$ cat config.mk
export PLATFORM = sky130hd
export DESIGN_NAME = sdram_refresh_sched
export DESIGN_NICKNAME = d
export VERILOG_FILES = /design/src/rtl/sdram_refresh_sched.sv
export SDC_FILE = /design/constraint.sdc
export NUM_CORES = 1
export LEC_CHECK = 0
export CAP_MARGIN = 20
export CORE_MARGIN = 5
export CORE_UTILIZATION = 30
export CTS_CLUSTER_DIAMETER = 100
export DETAILED_ROUTE_END_ITERATION = 16
export PLACE_DENSITY = 0.58
export SYNTH_ARGS = -nofsm -noshare
export SYNTH_HDL_FRONTEND = slang
export SYNTH_SLANG_ARGS = --single-unit
$ cat constraint.sdc
create_clock -name clk -period 7.6 [get_ports clk]
set_input_delay 1.52 -clock clk [delete_from_list [all_inputs] [get_ports clk]]
set_output_delay 1.52 -clock clk [all_outputs]
set_load 0.1 [all_outputs]
$ cat src/rtl/sdram_refresh_sched.sv
`default_nettype none
// ============================================================================
// Module      : sdram_refresh_sched
// Description : SDRAM power-up initialisation and periodic auto-refresh
//               scheduler.
//               Power-up sequence:
//                 INIT_WAIT NOPs, PRECHARGE ALL, AUTO REFRESH x2, LOAD MODE.
//               After that a free-running interval timer accrues refresh
//               debt (owed). While debt is outstanding the block requests
//               the bus. Each grant runs one PRECHARGE ALL + AUTO REFRESH.
// Ports       : clk       - rising-edge clock
//               rst_n     - asynchronous active-low reset
//               ref_gnt   - bus grant, honoured only in IDLE with debt
//               cmd       - {cs_n,ras_n,cas_n,we_n}
//               a, ba     - SDRAM address / bank (ba is always 0)
//               ref_req   - refresh owed, requesting the bus
//               busy      - block currently owns the SDRAM bus
//               init_done - sticky, init sequence complete
//               urgent    - owed count at MAX_OWED (one-cycle lag)
//               overflow  - sticky, a tick arrived with debt saturated
//               ref_count - AUTO REFRESH counter (SDRAM_REFRESH_STATS_EN only)
// Options     : define SDRAM_REFRESH_STATS_EN to add the ref_count output.
// Revision    : 1.0 - initial release
// ============================================================================
module sdram_refresh_sched #(
    parameter int          INIT_WAIT    = 20000,
    parameter int          REF_INTERVAL = 390,
    parameter int          TRP          = 2,
    parameter int          TRFC         = 7,
    parameter int          TMRD         = 2,
    parameter logic [12:0] MODE_REG     = 13'h0032,
    parameter int          MAX_OWED     = 8
) (
    input  logic        clk,
    input  logic        rst_n,
    input  logic        ref_gnt,
    output logic [3:0]  cmd,
    output logic [12:0] a,
    output logic [1:0]  ba,
    output logic        ref_req,
    output logic        busy,
    output logic        init_done,
    output logic        urgent,
    output logic        overflow
`ifdef SDRAM_REFRESH_STATS_EN
    ,
    output logic [15:0] ref_count
`endif
);

    // Command encodings {cs_n,ras_n,cas_n,we_n}
    localparam logic [3:0] c_DESEL = 4'b1111;
    localparam logic [3:0] c_NOP   = 4'b0111;
    localparam logic [3:0] c_PRE   = 4'b0010;
    localparam logic [3:0] c_REF   = 4'b0001;
    localparam logic [3:0] c_LMR   = 4'b0000;

    // States: command states last exactly one cycle, the following wait
    // state covers the remaining (spacing - 1) cycles.
    localparam logic [3:0] S_INIT_WAIT = 4'd0;
    localparam logic [3:0] S_INIT_PRE  = 4'd1;
    localparam logic [3:0] S_INIT_TRP  = 4'd2;
    localparam logic [3:0] S_INIT_REF1 = 4'd3;
    localparam logic [3:0] S_INIT_RFC1 = 4'd4;
    localparam logic [3:0] S_INIT_REF2 = 4'd5;
    localparam logic [3:0] S_INIT_RFC2 = 4'd6;
    localparam logic [3:0] S_INIT_LMR  = 4'd7;
    localparam logic [3:0] S_INIT_MRD  = 4'd8;
    localparam logic [3:0] S_IDLE      = 4'd9;
    localparam logic [3:0] S_PRE       = 4'd10;
    localparam logic [3:0] S_TRP       = 4'd11;
    localparam logic [3:0] S_REF       = 4'd12;
    localparam logic [3:0] S_RFC       = 4'd13;

    localparam int c_MAX_A = (INIT_WAIT > TRFC) ? INIT_WAIT : TRFC;
    localparam int c_MAX_B = (TRP > TMRD) ? TRP : TMRD;
    localparam int c_MAX_T = (c_MAX_A > c_MAX_B) ? c_MAX_A : c_MAX_B;
    localparam int c_CNT_W = $clog2(c_MAX_T + 1);
    localparam int c_TMR_W = (REF_INTERVAL > 1) ? $clog2(REF_INTERVAL) : 1;

    localparam logic [c_CNT_W-1:0] c_INIT_LAST = c_CNT_W'(INIT_WAIT);
    localparam logic [c_CNT_W-1:0] c_TRP_LAST  = c_CNT_W'(TRP - 1);
    localparam logic [c_CNT_W-1:0] c_TRFC_LAST = c_CNT_W'(TRFC - 1);
    localparam logic [c_CNT_W-1:0] c_TMRD_LAST = c_CNT_W'(TMRD - 1);
    localparam logic [c_CNT_W-1:0] c_CNT_ONE   = c_CNT_W'(1);
    localparam logic [c_TMR_W-1:0] c_TMR_LAST  = c_TMR_W'(REF_INTERVAL - 1);
    localparam logic [c_TMR_W-1:0] c_TMR_ONE   = c_TMR_W'(1);
    localparam logic [3:0]         c_MAX_OWED  = 4'(MAX_OWED);

    logic [3:0]         r_state;
    logic [c_CNT_W-1:0] r_cnt;
    logic [c_TMR_W-1:0] r_tmr;
    logic [3:0]         r_owed;

    logic [3:0]         w_state_nxt;
    logic [c_CNT_W-1:0] w_cnt_nxt;
    logic [3:0]         w_cmd_nxt;
    logic [12:0]        w_a_nxt;
    logic [3:0]         w_owed_nxt;
    logic               w_tick;
    logic               w_dec;

    // Next-state logic. Outputs are registered from the next state so a
    // command appears on the bus in the same cycle its state is entered.
    always_comb begin
        w_state_nxt = r_state;
        w_cnt_nxt   = r_cnt + c_CNT_ONE;
        w_cmd_nxt   = c_NOP;
        w_a_nxt     = '0;
        case (r_state)
            S_INIT_WAIT: if (r_cnt == c_INIT_LAST) w_state_nxt = S_INIT_PRE;
            S_INIT_PRE:  w_state_nxt = (TRP == 1) ? S_INIT_REF1 : S_INIT_TRP;
            S_INIT_TRP:  if (r_cnt == c_TRP_LAST) w_state_nxt = S_INIT_REF1;
            S_INIT_REF1: w_state_nxt = (TRFC == 1) ? S_INIT_REF2 : S_INIT_RFC1;
            S_INIT_RFC1: if (r_cnt == c_TRFC_LAST) w_state_nxt = S_INIT_REF2;
            S_INIT_REF2: w_state_nxt = (TRFC == 1) ? S_INIT_LMR : S_INIT_RFC2;
            S_INIT_RFC2: if (r_cnt == c_TRFC_LAST) w_state_nxt = S_INIT_LMR;
            S_INIT_LMR:  w_state_nxt = (TMRD == 1) ? S_IDLE : S_INIT_MRD;
            S_INIT_MRD:  if (r_cnt == c_TMRD_LAST) w_state_nxt = S_IDLE;
            S_IDLE: begin
                w_cnt_nxt = r_cnt;
                if (ref_req && ref_gnt) w_state_nxt = S_PRE;
            end
            S_PRE:       w_state_nxt = (TRP == 1) ? S_REF : S_TRP;
            S_TRP:       if (r_cnt == c_TRP_LAST) w_state_nxt = S_REF;
            S_REF:       w_state_nxt = (TRFC == 1) ? S_IDLE : S_RFC;
            S_RFC:       if (r_cnt == c_TRFC_LAST) w_state_nxt = S_IDLE;
            default:     w_state_nxt = S_INIT_WAIT;
        endcase

        // Wait states count from 1 so that exit at (spacing - 1) places
        // the next command exactly 'spacing' cycles after the previous one.
        if (w_state_nxt != r_state) w_cnt_nxt = c_CNT_ONE;

        case (w_state_nxt)
            S_INIT_PRE, S_PRE: begin
                w_cmd_nxt = c_PRE;
                w_a_nxt   = 13'h0400;
            end
            S_INIT_REF1, S_INIT_REF2, S_REF: w_cmd_nxt = c_REF;
            S_INIT_LMR: begin
                w_cmd_nxt = c_LMR;
                w_a_nxt   = MODE_REG;
            end
            default: w_cmd_nxt = c_NOP;
        endcase
    end

    // Debt accounting: tick and refresh in the same cycle cancel out.
    assign w_tick = init_done && (r_tmr == c_TMR_LAST);
    assign w_dec  = (w_state_nxt == S_REF);

    always_comb begin
        w_owed_nxt = r_owed;
        case ({w_tick, w_dec})
            2'b10:   if (r_owed != c_MAX_OWED) w_owed_nxt = r_owed + 4'd1;
            2'b01:   w_owed_nxt = r_owed - 4'd1;
            default: w_owed_nxt = r_owed;
        endcase
    end

    always_ff @(posedge clk or negedge rst_n) begin
        if (!rst_n) begin
            r_state   <= S_INIT_WAIT;
            r_cnt     <= '0;
            r_tmr     <= '0;
            r_owed    <= '0;
            cmd       <= c_DESEL;
            a         <= '0;
            ba        <= '0;
            ref_req   <= 1'b0;
            busy      <= 1'b0;
            init_done <= 1'b0;
            urgent    <= 1'b0;
            overflow  <= 1'b0;
        end else begin
            r_state   <= w_state_nxt;
            r_cnt     <= w_cnt_nxt;
            r_owed    <= w_owed_nxt;
            cmd       <= w_cmd_nxt;
            a         <= w_a_nxt;
            ba        <= 2'b00;
            busy      <= (w_state_nxt != S_IDLE);
            init_done <= init_done | (w_state_nxt == S_IDLE);
            ref_req   <= (w_state_nxt == S_IDLE) && (w_owed_nxt != 4'd0);
            urgent    <= (r_owed == c_MAX_OWED);
            overflow  <= overflow | (w_tick && (r_owed == c_MAX_OWED));
            // Timer is held at zero until init completes, so the first tick
            // lands REF_INTERVAL cycles after init_done rises.
            if (!init_done || w_tick) r_tmr <= '0;
            else                      r_tmr <= r_tmr + c_TMR_ONE;
        end
    end

`ifdef SDRAM_REFRESH_STATS_EN
    logic w_any_ref;
    assign w_any_ref = (w_state_nxt == S_INIT_REF1) || (w_state_nxt == S_INIT_REF2) ||
                       (w_state_nxt == S_REF);

    always_ff @(posedge clk or negedge rst_n) begin
        if (!rst_n)         ref_count <= '0;
        else if (w_any_ref) ref_count <= ref_count + 16'd1;
    end
`endif

endmodule
`default_nettype wire
==> impl_metrics.csv, run 1 <==
group,metric,value,unit
detailed_routing,totalWireLength,5288,um
timing,final-setup-viol-count,0,
detailed_routing,postRouteAntennaNets,0,
pwr,p_per_area,138.6,nW/um^2
clock_network,clkLatencyLatePin,0.30,ns
clock_network,cts_buffers,5,
place,port_buffers,15,
die,rows,34,
finish,antenna_cells,0,
worst_setup_path,crit_type,"flip-flop to output pin",
finish,finish.utilization,33.79,%
worst_setup_path,cpPeakStageDelay,1.12,ns
pwr,p_leak,1.295,nW
pwr,vdd_ir_drop_max,0.06612,mV
clock_network,root_buffer,"clkbuf_8",
clock_network,ctsResizeCount,0,
min_path,holdCritPathClass,"flip-flop to flip-flop",
worst_setup_path,crit_arrival,1.95,ns
clock_network,cts_sinks,43,
place,post-place-ws,4.253,ns
worst_setup_path,worst_setup_path_end_kind,"output pin",
yosys,synth_edf_count,0,
worst_setup_path,cp_cell_sequence,"clkdlybuf4s50_1",
timing,fin_crit,3.466,ns
die,dieWidth,104.2,um
yosys,netlist_top_cells_count,"dfrtp_1, nor2_1, nand2_1, xor2_1, buf_4",
die,core,8678,um^2
timing,hold_viol_final,0,
detailed_routing,first_iter_violations,98,
timing,worstMarginPinSlew,0.9767,ns
yosys,yosysWarningCount,0,
die,initial_core_util,30.65,%
yosys,synth_top_cell_by_area,"dfrtp_1",
yosys,synth_async_sr_flop_share,100.0,%
yosys,yosysMostFrequentCell,"dfrtp_1",
detailed_routing,wl_per_cell,13.15,um
timing,slew_violations,0,
yosys,synth_flop_cell,"dfrtp_1",
global_route,grt_use_total,10.08,%
yosys,postSynthCellCount,285,
global_route,grt_overflow,0,
timing,finalCritPeriodShare,45.60,%
run_status,outcome,"finished, final reports clean",
timing,setup_tns,0,ns
yosys,synth_area_leaders,"dfrtp_1, xor2_1, ha_1, nor2_1, buf_4",
clock_network,htree_levels,2,
clock_network,postCtsSetupBuffers,0,
yosys,synth_seq_cells,43,
worst_setup_path,crit_family,"buffers and inverters",
place,place.gp.congestion,0.7801,
clock_network,cts_tree,"built",
timing,fmax,288.5,MHz
timing,grt_setup_unrepaired,"no",
timing,whs,0.4809,ns
job,drv_cap,0,
worst_setup_path,crit_fanout,1,
global_route,grt_pass1_wl,9349,um
detailed_routing,drt_pass1_iterations,4,
global_route,grt_antenna_before_repair,0,
worst_setup_path,worst_setup_path_start_kind,"flip-flop",
yosys,synth_area,2660,um^2
die,dieArea,10850,um^2
finish,fin_nets,307,
global_route,grt_pass1_vias,1900,
worst_setup_path,cp_slowest_cell,"clkdlybuf4s50_1",
die,dieHeight,104.2,um
yosys,syn_area_per_cell,9.334,um^2
finish,syn_to_final_growth,10.25,%
yosys,synth.top_cell.area_share,36.69,%
place,dpl.hpwl,3832,um
yosys,yosysSeqAreaShare,40.64,%
worst_setup_path,crit_required,6.08,ns
timing,fin_ws,4.134,ns
detailed_routing,vias,1983,
detailed_routing,drc,0,
timing,fin_worst_skew,0.002896,ns
pwr,finalPower,0.4065,mW
finish,fillers,912,
die,io_pins,27,
clock_network,ctsHoldBuffers,0,
yosys,yosysUniqueCellTypes,57,
clock_network,path_clk_slew,0.08,ns
finish,drive_gt1_share,9.524,%
global_route,grt_max_degree,44,
clock_network,clock_path_buffers,2,
timing,worst_slew_margin_rel,34.69,%
detailed_routing,via_per_inst,4.933,
worst_setup_path,critPathBufInv,1,
==> metal layers <==
| metal | GRT usage (%) | up-vias | wire length [um] |
|---|---|---|---|
| li1 | - | 985 | - |
| met1 | 13.50 | 960 | 2489 |
| met2 | 16.03 | 30 | 2518 |
| met3 | 2.359 | 8 | 188 |
| met4 | 3.238 | 0 | 92 |
| met5 | 0 | - | 0 |
==> flip-flops by register name, summed over array words and instances, names as in the netlist <==
signal / flops
a: 2
busy: 1
r_tmr: 9
r_cnt: 15
init_done: 1
r_state: 4
r_owed: 4
urgent: 1
ref_req: 1
cmd: 4
overflow: 1
==> cells by family (layout without fill, tap and decap cells) <==
group                      count (synthesis)  count (layout)  share of synthesized area (%)
muxes                                      2               2                         0.7526
and+or+nand+nor                          133             133                          29.26
DFF                                       43              43                          40.64
other                                      1              12                         0.1410
AOI/OAI and AO/OA                         34              34                          8.702
xor gates and xnor gates                  23              23                          7.573
adders and majority gates                 11              11                          5.174
buffers and inverters                     38              36                          7.761
==> path summary, 6_finish.rpt <==
check | startpoint | slack [ns] | endpoint | cells past startpoint
setup / recovery | cmd[3]$_DFF_PN1_ | 4.13 | cmd[3] | 1
hold / removal | overflow$_DFF_PN0_ | 0.48 | overflow$_DFF_PN0_ | 1
setup reg to reg | r_cnt[1]$_DFFE_PN0P_ | 4.62 | ref_req$_DFF_PN0_ | 10
hold reg to reg | overflow$_DFF_PN0_ | 0.48 | overflow$_DFF_PN0_ | 1
max in group asynchronous | rst_n | 5.96 | cmd[1]$_DFF_PN1_ | 2
min in group asynchronous | rst_n | 1.10 | r_cnt[3]$_DFFE_PN0P_ | 1
==> area by class of cell <==
class | instances | area [um^2] | share of cell area, %
flip-flops and latches | 43 | 1081 | 36.86
well taps | 108 | 135.1 | 4.608
clock buffers | 5 | 68.82 | 2.346
clock inverters | 3 | 20.02 | 0.6826
multi-input cells | 215 | 1414 | 48.21
repair buffers | 17 | 172.7 | 5.887
inverters | 11 | 41.29 | 1.408
==> stage by stage <==
| stage | cell area (um^2) | std cells |
|---|---|---|
| 6_report | 2933 | 402 |
| 5_1_grt | 2933 | 402 |
| 4_1_cts | 2913 | 401 |
| 3_5_place_dp | 2824 | 393 |
| 3_3_place_gp | 2824 | 393 |
| 2_1_floorplan | 2701 | 296 |
==> where the power goes <==
part / total (mW) / internal (mW) / switching, mW / leakage, nW
registers: 0.229 / 0.229 / 0.0000682 / 0.552
logic: 0.0326 / 0.00213 / 0.0305 / 0.704
clock network: 0.145 / 0.0639 / 0.0808 / 0.0402
total: 0.406 / 0.295 / 0.111 / 1.30
==> placed cells by master, fill, tap and decap left out, drive strengths merged, types with 3 or more instances in the layout <==
cell,n
nor4bb,4
dfrtp,39
clkbuf,5
a21oi,8
nand3,11
conb,12
nand2,28
nor3,11
xor2,18
inv,11
nor4b,4
or3,3
clkdlybuf4s50,14
and3,3
nand4,13
nor4,7
xnor2,5
o21ai,8
ha,11
buf,3
dfstp,4
nor2,32
No activity file was read; power rests on OpenSTA's default activity.
==> run 2, diff against run 1 <==
==> constraint.sdc (replaced) <==
create_clock -name clk -period 3.5 [get_ports clk]
set_input_delay 0.7 -clock clk [delete_from_list [all_inputs] [get_ports clk]]
set_output_delay 0.7 -clock clk [all_outputs]
set_load 0.1 [all_outputs]
==> run 2 against run 1 <==
Sequential share of layout area is 0.57 points lower. Power increased to 2.5 times the previous value. Flip-flop and latch count did not move. Highest routed layer unchanged. Clock skew is 0.0020 ns higher. Via count about the same.
==> impl_metrics.csv, run 2 (synthesis gave the netlist of run 1 again) <==
group,metric,value,unit
finish,largestRegisters,"r_cnt: 15 flops, r_tmr: 9 flops",
clock_network,root_buffer,"clkbuf_8",
detailed_routing,postRouteAntennaNets,0,
finish,layout_common_cells,"dfrtp_1, nor2_1, nand2_1, xor2_1, conb_1",
detailed_routing,first_iter_violations,99,
place,place.gp.congestion,0.8331,
finish,top_register,"r_cnt",
die,initial_core_util,30.65,%
finish,regArea,1081,um^2
clock_network,path_clk_slew,0.08,ns
place,dpl.hpwl,3790,um
worst_setup_path,crit_fanout,10,
clock_network,clock_path_buffers,2,
timing,fin_crit,2.882,ns
die,rows,34,
global_route,grt_use_total,10.38,%
clock_network,cts_sinks,43,
timing,fin_ws,0.6182,ns
global_route,grt_pass1_vias,1902,
place,place_area,2819,um^2
clock_network,postCtsSetupBuffers,0,
place,post-place-ws,0.6140,ns
timing,fmax,347.0,MHz
global_route,grt_pass1_wl,9501,um
worst_setup_path,worst_setup_path_start_kind,"flip-flop",
timing,worst_slew_margin_rel,34.74,%
pwr,p_leak,1.330,nW
clock_network,htree_levels,2,
global_route,grt-busiest-layer,"met2",
timing,final-setup-viol-count,0,
pwr,vdd_ir_drop_max,0.1521,mV
finish,mostFrequentLayoutCell,"dfrtp_1",
timing,slew_violations,0,
die,core,8678,um^2
global_route,grtUsageMet2,16.58,%
detailed_routing,drt_pass1_iterations,4,
worst_setup_path,crit_family,"simple AND/OR/NAND/NOR gates",
place,port_buffers,15,
die,dieArea,10850,um^2
worst_setup_path,crit_arrival,3.08,ns
timing,fin_worst_skew,0.004935,ns
timing,setup_tns,0,ns
worst_setup_path,crit_start,"r_cnt[1]$_DFFE_PN0P_",
clock_network,ctsResizeCount,0,
die,dieHeight,104.2,um
worst_setup_path,crit_type,"flip-flop to flip-flop",
detailed_routing,drc,0,
worst_setup_path,worst_setup_path_end_kind,"flip-flop",
clock_network,ctsHoldBuffers,0,
worst_setup_path,reg2reg_depth,10,
worst_setup_path,cp_slowest_cell,"or4b_1",
pwr,netSwitchingFraction,23.65,%
die,io_pins,27,
pwr,p_per_area,346.5,nW/um^2
detailed_routing,wl_per_cell,13.33,um
worst_setup_path,critPathBufInv,1,
min_path,holdCritPathClass,"primary input to async pin",
timing,finalCritPeriodShare,82.34,%
finish,multi_input_area,1414,um^2
finish,largest_reg_flops,15,
job,drv_cap,0,
global_route,grt_overflow,0,
finish,syn_to_final_growth,11.99,%
finish,antenna_cells,0,
pwr,share_seq_of_total_power,48.2,%
timing,grt_setup_unrepaired,"no",
global_route,grt_max_degree,44,
global_route,use_met1,13.50,%
finish,fin_nets,308,
pwr,p_int,0.7881,mW
pwr,clkPwrFrac,44.8,%
clock_network,cts_buffers,5,
global_route,grtUsageMet3,2.483,%
worst_setup_path,rr_endpoint,"ref_req$_DFF_PN0_",
timing,hold_viol_final,0,
finish,drive_gt1_share,11.19,%
worst_setup_path,timing.rr.start,"r_cnt[1]$_DFFE_PN0P_",
finish,fillers,893,
clock_network,clkLatencyLatePin,0.30,ns
pwr,combinationalPowerShare,7.0,%
worst_setup_path,crit_required,3.70,ns
detailed_routing,via_per_inst,4.923,
pwr,p_sw,0.2441,mW
worst_setup_path,cpPeakStageDelay,0.53,ns
global_route,grt_antenna_before_repair,0,
run_status,outcome,"finished, final reports clean",
worst_setup_path,r2r_setup_slack,0.62,ns
detailed_routing,totalWireLength,5370,um
timing,worstMarginPinSlew,0.9758,ns
die,dieWidth,104.2,um
detailed_routing,vias,1984,
worst_setup_path,cp_cell_sequence,"inv_1 > ha_1 > nor3b_1 > nand4_2 > nor3_2 > ha_1 > or4b_1 > o211ai_1 > nor4_1 > nor4_1",
clock_network,cts_tree,"built",
finish,fin_area,2979,um^2
run 2: cell count changes in the layout (fill, tap and decap cells not counted), sizes merged:
cell           delta
buf               +6
bufinv            +2
clkbuf            +1
clkdlybuf4s50     -5
clkinv            -1
clkinvlp          -2
run 2: power groups by stage:
stage          clock (mW)  sequential [mW]  combinational (mW)
2_1_floorplan           0            0.512              0.0607
3_3_place_gp            0            0.507              0.0687
3_5_place_dp            0            0.507              0.0688
4_1_cts             0.477            0.498              0.0690
5_1_grt             0.500            0.498              0.0757
6_report            0.463            0.498              0.0718
run 2: worst max-delay path by stage:
| stage | to | slack (ns) | cells past startpoint |
|---|---|---|---|
| 3_5_place_dp | ref_req$_DFF_PN0_ | 0.61 | 10 |
| 6_report | ref_req$_DFF_PN0_ | 0.62 | 10 |
| 5_1_grt | ref_req$_DFF_PN0_ | 0.31 | 10 |
| 2_1_floorplan | ref_req$_DFF_PN0_ | 0.78 | 8 |
| 3_3_place_gp | ref_req$_DFF_PN0_ | 0.75 | 10 |
| 4_1_cts | ref_req$_DFF_PN0_ | 0.58 | 10 |
run 2: per-stage QoR:
stage | hold slack, ns | utilization (%) | power [mW] | instances
floorplan | 0.4044 | - | 0.5729 | 296
global route | 0.4210 | 34.33 | 1.074 | 403
finish | 0.3726 | 34.33 | 1.032 | 403
CTS | 0.4924 | 34.01 | 1.044 | 402
detailed placement | 0.4679 | 32.48 | 0.5763 | 394
global placement | 0.4584 | 32.48 | 0.5761 | 394
run 2: metal layers:
metal / up-vias / wire length [um]
li1: 985 / -
met1: 955 / 2507
met2: 35 / 2572
met3: 9 / 201
met4: 0 / 89
met5: - / 0
run 2: cell type report:
type	instances	area share, %
clock buffer	6	2.436
clock inverter	2	2.016
inverter	11	1.386
multi-input combinational	215	47.46
sequential	43	36.29
tap	108	4.536
timing repair buffer	18	5.880
==> run 3, diff against run 2 <==
==> constraint.sdc (replaced) <==
create_clock -name clk -period 2.8 [get_ports clk]
set_input_delay 0.56 -clock clk [delete_from_list [all_inputs] [get_ports clk]]
set_output_delay 0.56 -clock clk [all_outputs]
set_load 0.1 [all_outputs]
==> run 3 against run 2 <==
Sequential share of layout area fell by 0.76 points. Fmax rose by 9.5%. Core utilization rose by 0.74 points. Routed wire length rose by 6.0%. Final area rose by 2.1%. Combinational power rose by 24%. Via count rose by 3.3%. Clock-buffer cell count fell by 1. Critical endpoint unchanged. Largest cell class unchanged.
==> impl_metrics.csv, run 3 (synthesis gave the netlist of run 1 again) <==
group,metric,value,unit
clock_network,path_clk_slew,0.09,ns
die,io_pins,27,
place,place.gp.congestion,0.8399,
die,rows,34,
finish,regArea,1081,um^2
die,dieHeight,104.2,um
clock_network,cts_tree,"built",
timing,fmax,379.9,MHz
detailed_routing,first_iter_violations,122,
global_route,grt_pass1_vias,2083,
detailed_routing,wl_per_cell,13.69,um
finish,drive_gt1_share,18.51,%
finish,fin_nets,321,
worst_setup_path,worst_setup_path_end_kind,"flip-flop",
finish,syn_to_final_growth,14.39,%
detailed_routing,postRouteAntennaNets,0,
detailed_routing,drt_pass1_iterations,4,
timing,fin_crit,2.632,ns
die,dieArea,10850,um^2
pwr,p_leak,1.397,nW
finish,layout_common_cells,"dfrtp_1, nor2_1, buf_4, nand2_1, xor2_1",
timing,setup_tns,0,ns
clock_network,clkLatencyLatePin,0.29,ns
clock_network,root_buffer,"clkbuf_8",
die,core,8678,um^2
min_path,holdCritPathClass,"primary input to async pin",
clock_network,ctsHoldBuffers,0,
finish,fillers,891,
run_status,outcome,"finished, final reports clean",
global_route,grt_pass1_wl,9701,um
job,drv_cap,0,
timing,slew_violations,0,
global_route,grt_antenna_before_repair,0,
pwr,p_per_area,393.9,nW/um^2
global_route,grt_max_degree,44,
worst_setup_path,crit_fanout,9,
clock_network,cts_sinks,43,
finish,top_register,"r_cnt",
timing,hold_viol_final,0,
worst_setup_path,crit_type,"flip-flop to flip-flop",
place,port_buffers,15,
timing,fin_worst_skew,0.005685,ns
pwr,vdd_ir_drop_max,0.2085,mV
timing,final-setup-viol-count,0,
place,dpl.hpwl,4136,um
die,dieWidth,104.2,um
die,initial_core_util,30.65,%
pwr,finalPower,1.198,mW
finish,multi_input_area,1428,um^2
timing,finalCritPeriodShare,94.00,%
worst_setup_path,crit_required,2.96,ns
finish,mostFrequentLayoutCell,"dfrtp_1",
clock_network,htree_levels,2,
detailed_routing,via_per_inst,4.925,
global_route,grt_use_total,10.61,%
finish,antenna_cells,0,
global_route,grt_overflow,0,
finish,largestRegisters,"r_cnt: 15 flops, r_tmr: 9 flops",
timing,grt_setup_unrepaired,"no",
detailed_routing,drc,0,
detailed_routing,vias,2049,
detailed_routing,totalWireLength,5693,um
finish,largest_reg_flops,15,
clock_network,clock_path_buffers,2,
worst_setup_path,worst_setup_path_start_kind,"flip-flop",
clock_network,cts_buffers,5,
worst_setup_path,crit_arrival,2.79,ns
run 3: critical path: stages, from the launching register on:
cell      delay (ns)
dfrtp_1         0.43
nor4bb_1        0.35
nand4_1         0.16
or2_2           0.33
ha_1            0.30
buf_4           0.15
nor2_1          0.04
mux2i_1         0.13
o221ai_1        0.17
nor4_1          0.35
nor4_1          0.08
run 3: final timing paths:
kind                                    start                  end  slack, ns  depth (start not counted)
setup / recovery           r_tmr[2]$_DFF_PN0_    ref_req$_DFF_PN0_       0.17                         10
setup reg to reg           r_tmr[2]$_DFF_PN0_    ref_req$_DFF_PN0_       0.17                         10
hold / removal                          rst_n  init_done$_DFF_PN0_       0.18                          1
hold reg to reg            overflow$_DFF_PN0_   overflow$_DFF_PN0_       0.49                          1
max in group asynchronous               rst_n     cmd[0]$_DFF_PN1_       2.07                          2
min in group clk           overflow$_DFF_PN0_   overflow$_DFF_PN0_       0.49                          1
run 3: layout make-up:
class | instances | area share (%)
clock buffers | 5 | 2.262
clock inverters | 3 | 1.439
inverters | 11 | 1.357
multi-input cells | 215 | 46.92
flip-flops and latches | 43 | 35.53
well taps | 108 | 4.441
repair buffers | 31 | 8.059
run 3: metal layers:
| layer | track usage (%) | part of all wire [%] | up-vias |
|---|---|---|---|
| li1 | - | - | 1012 |
| met5 | 0 | 0 | - |
| met1 | 12.96 | 44 | 997 |
| met3 | 2.793 | 3.1 | 6 |
| met2 | 17.99 | 51 | 34 |
| met4 | 3.700 | 1.3 | 0 |
run 3: repair_timing:
action / in CTS / in global routing
setup endpoints to repair: 0 / 1
buffers inserted: 0 / 1
resized for setup: 0 / 3
run 3: per-stage QoR:
step	util, %	cells	instance area (um^2)	hold WS (ns)	setup WS (ns)
4_1_cts	34.59	414	3002	0.4652	0.04482
3_5_place_dp	33.29	406	2889	0.4705	0.06234
6_report	35.06	416	3043	0.1822	0.1680
5_1_grt	35.06	416	3043	0.2032	0.03247
3_3_place_gp	33.29	406	2889	0.4606	0.2039
2_1_floorplan	-	296	2701	0.2644	0.07809
run 3: power by group:
group | total [mW] | internal (mW) | leakage [nW] | switching, mW
combinational | 0.0887 | 0.00551 | 0.787 | 0.0831
clock | 0.488 | 0.266 | 0.0581 | 0.222
sequential | 0.622 | 0.622 | 0.552 | 0.000221
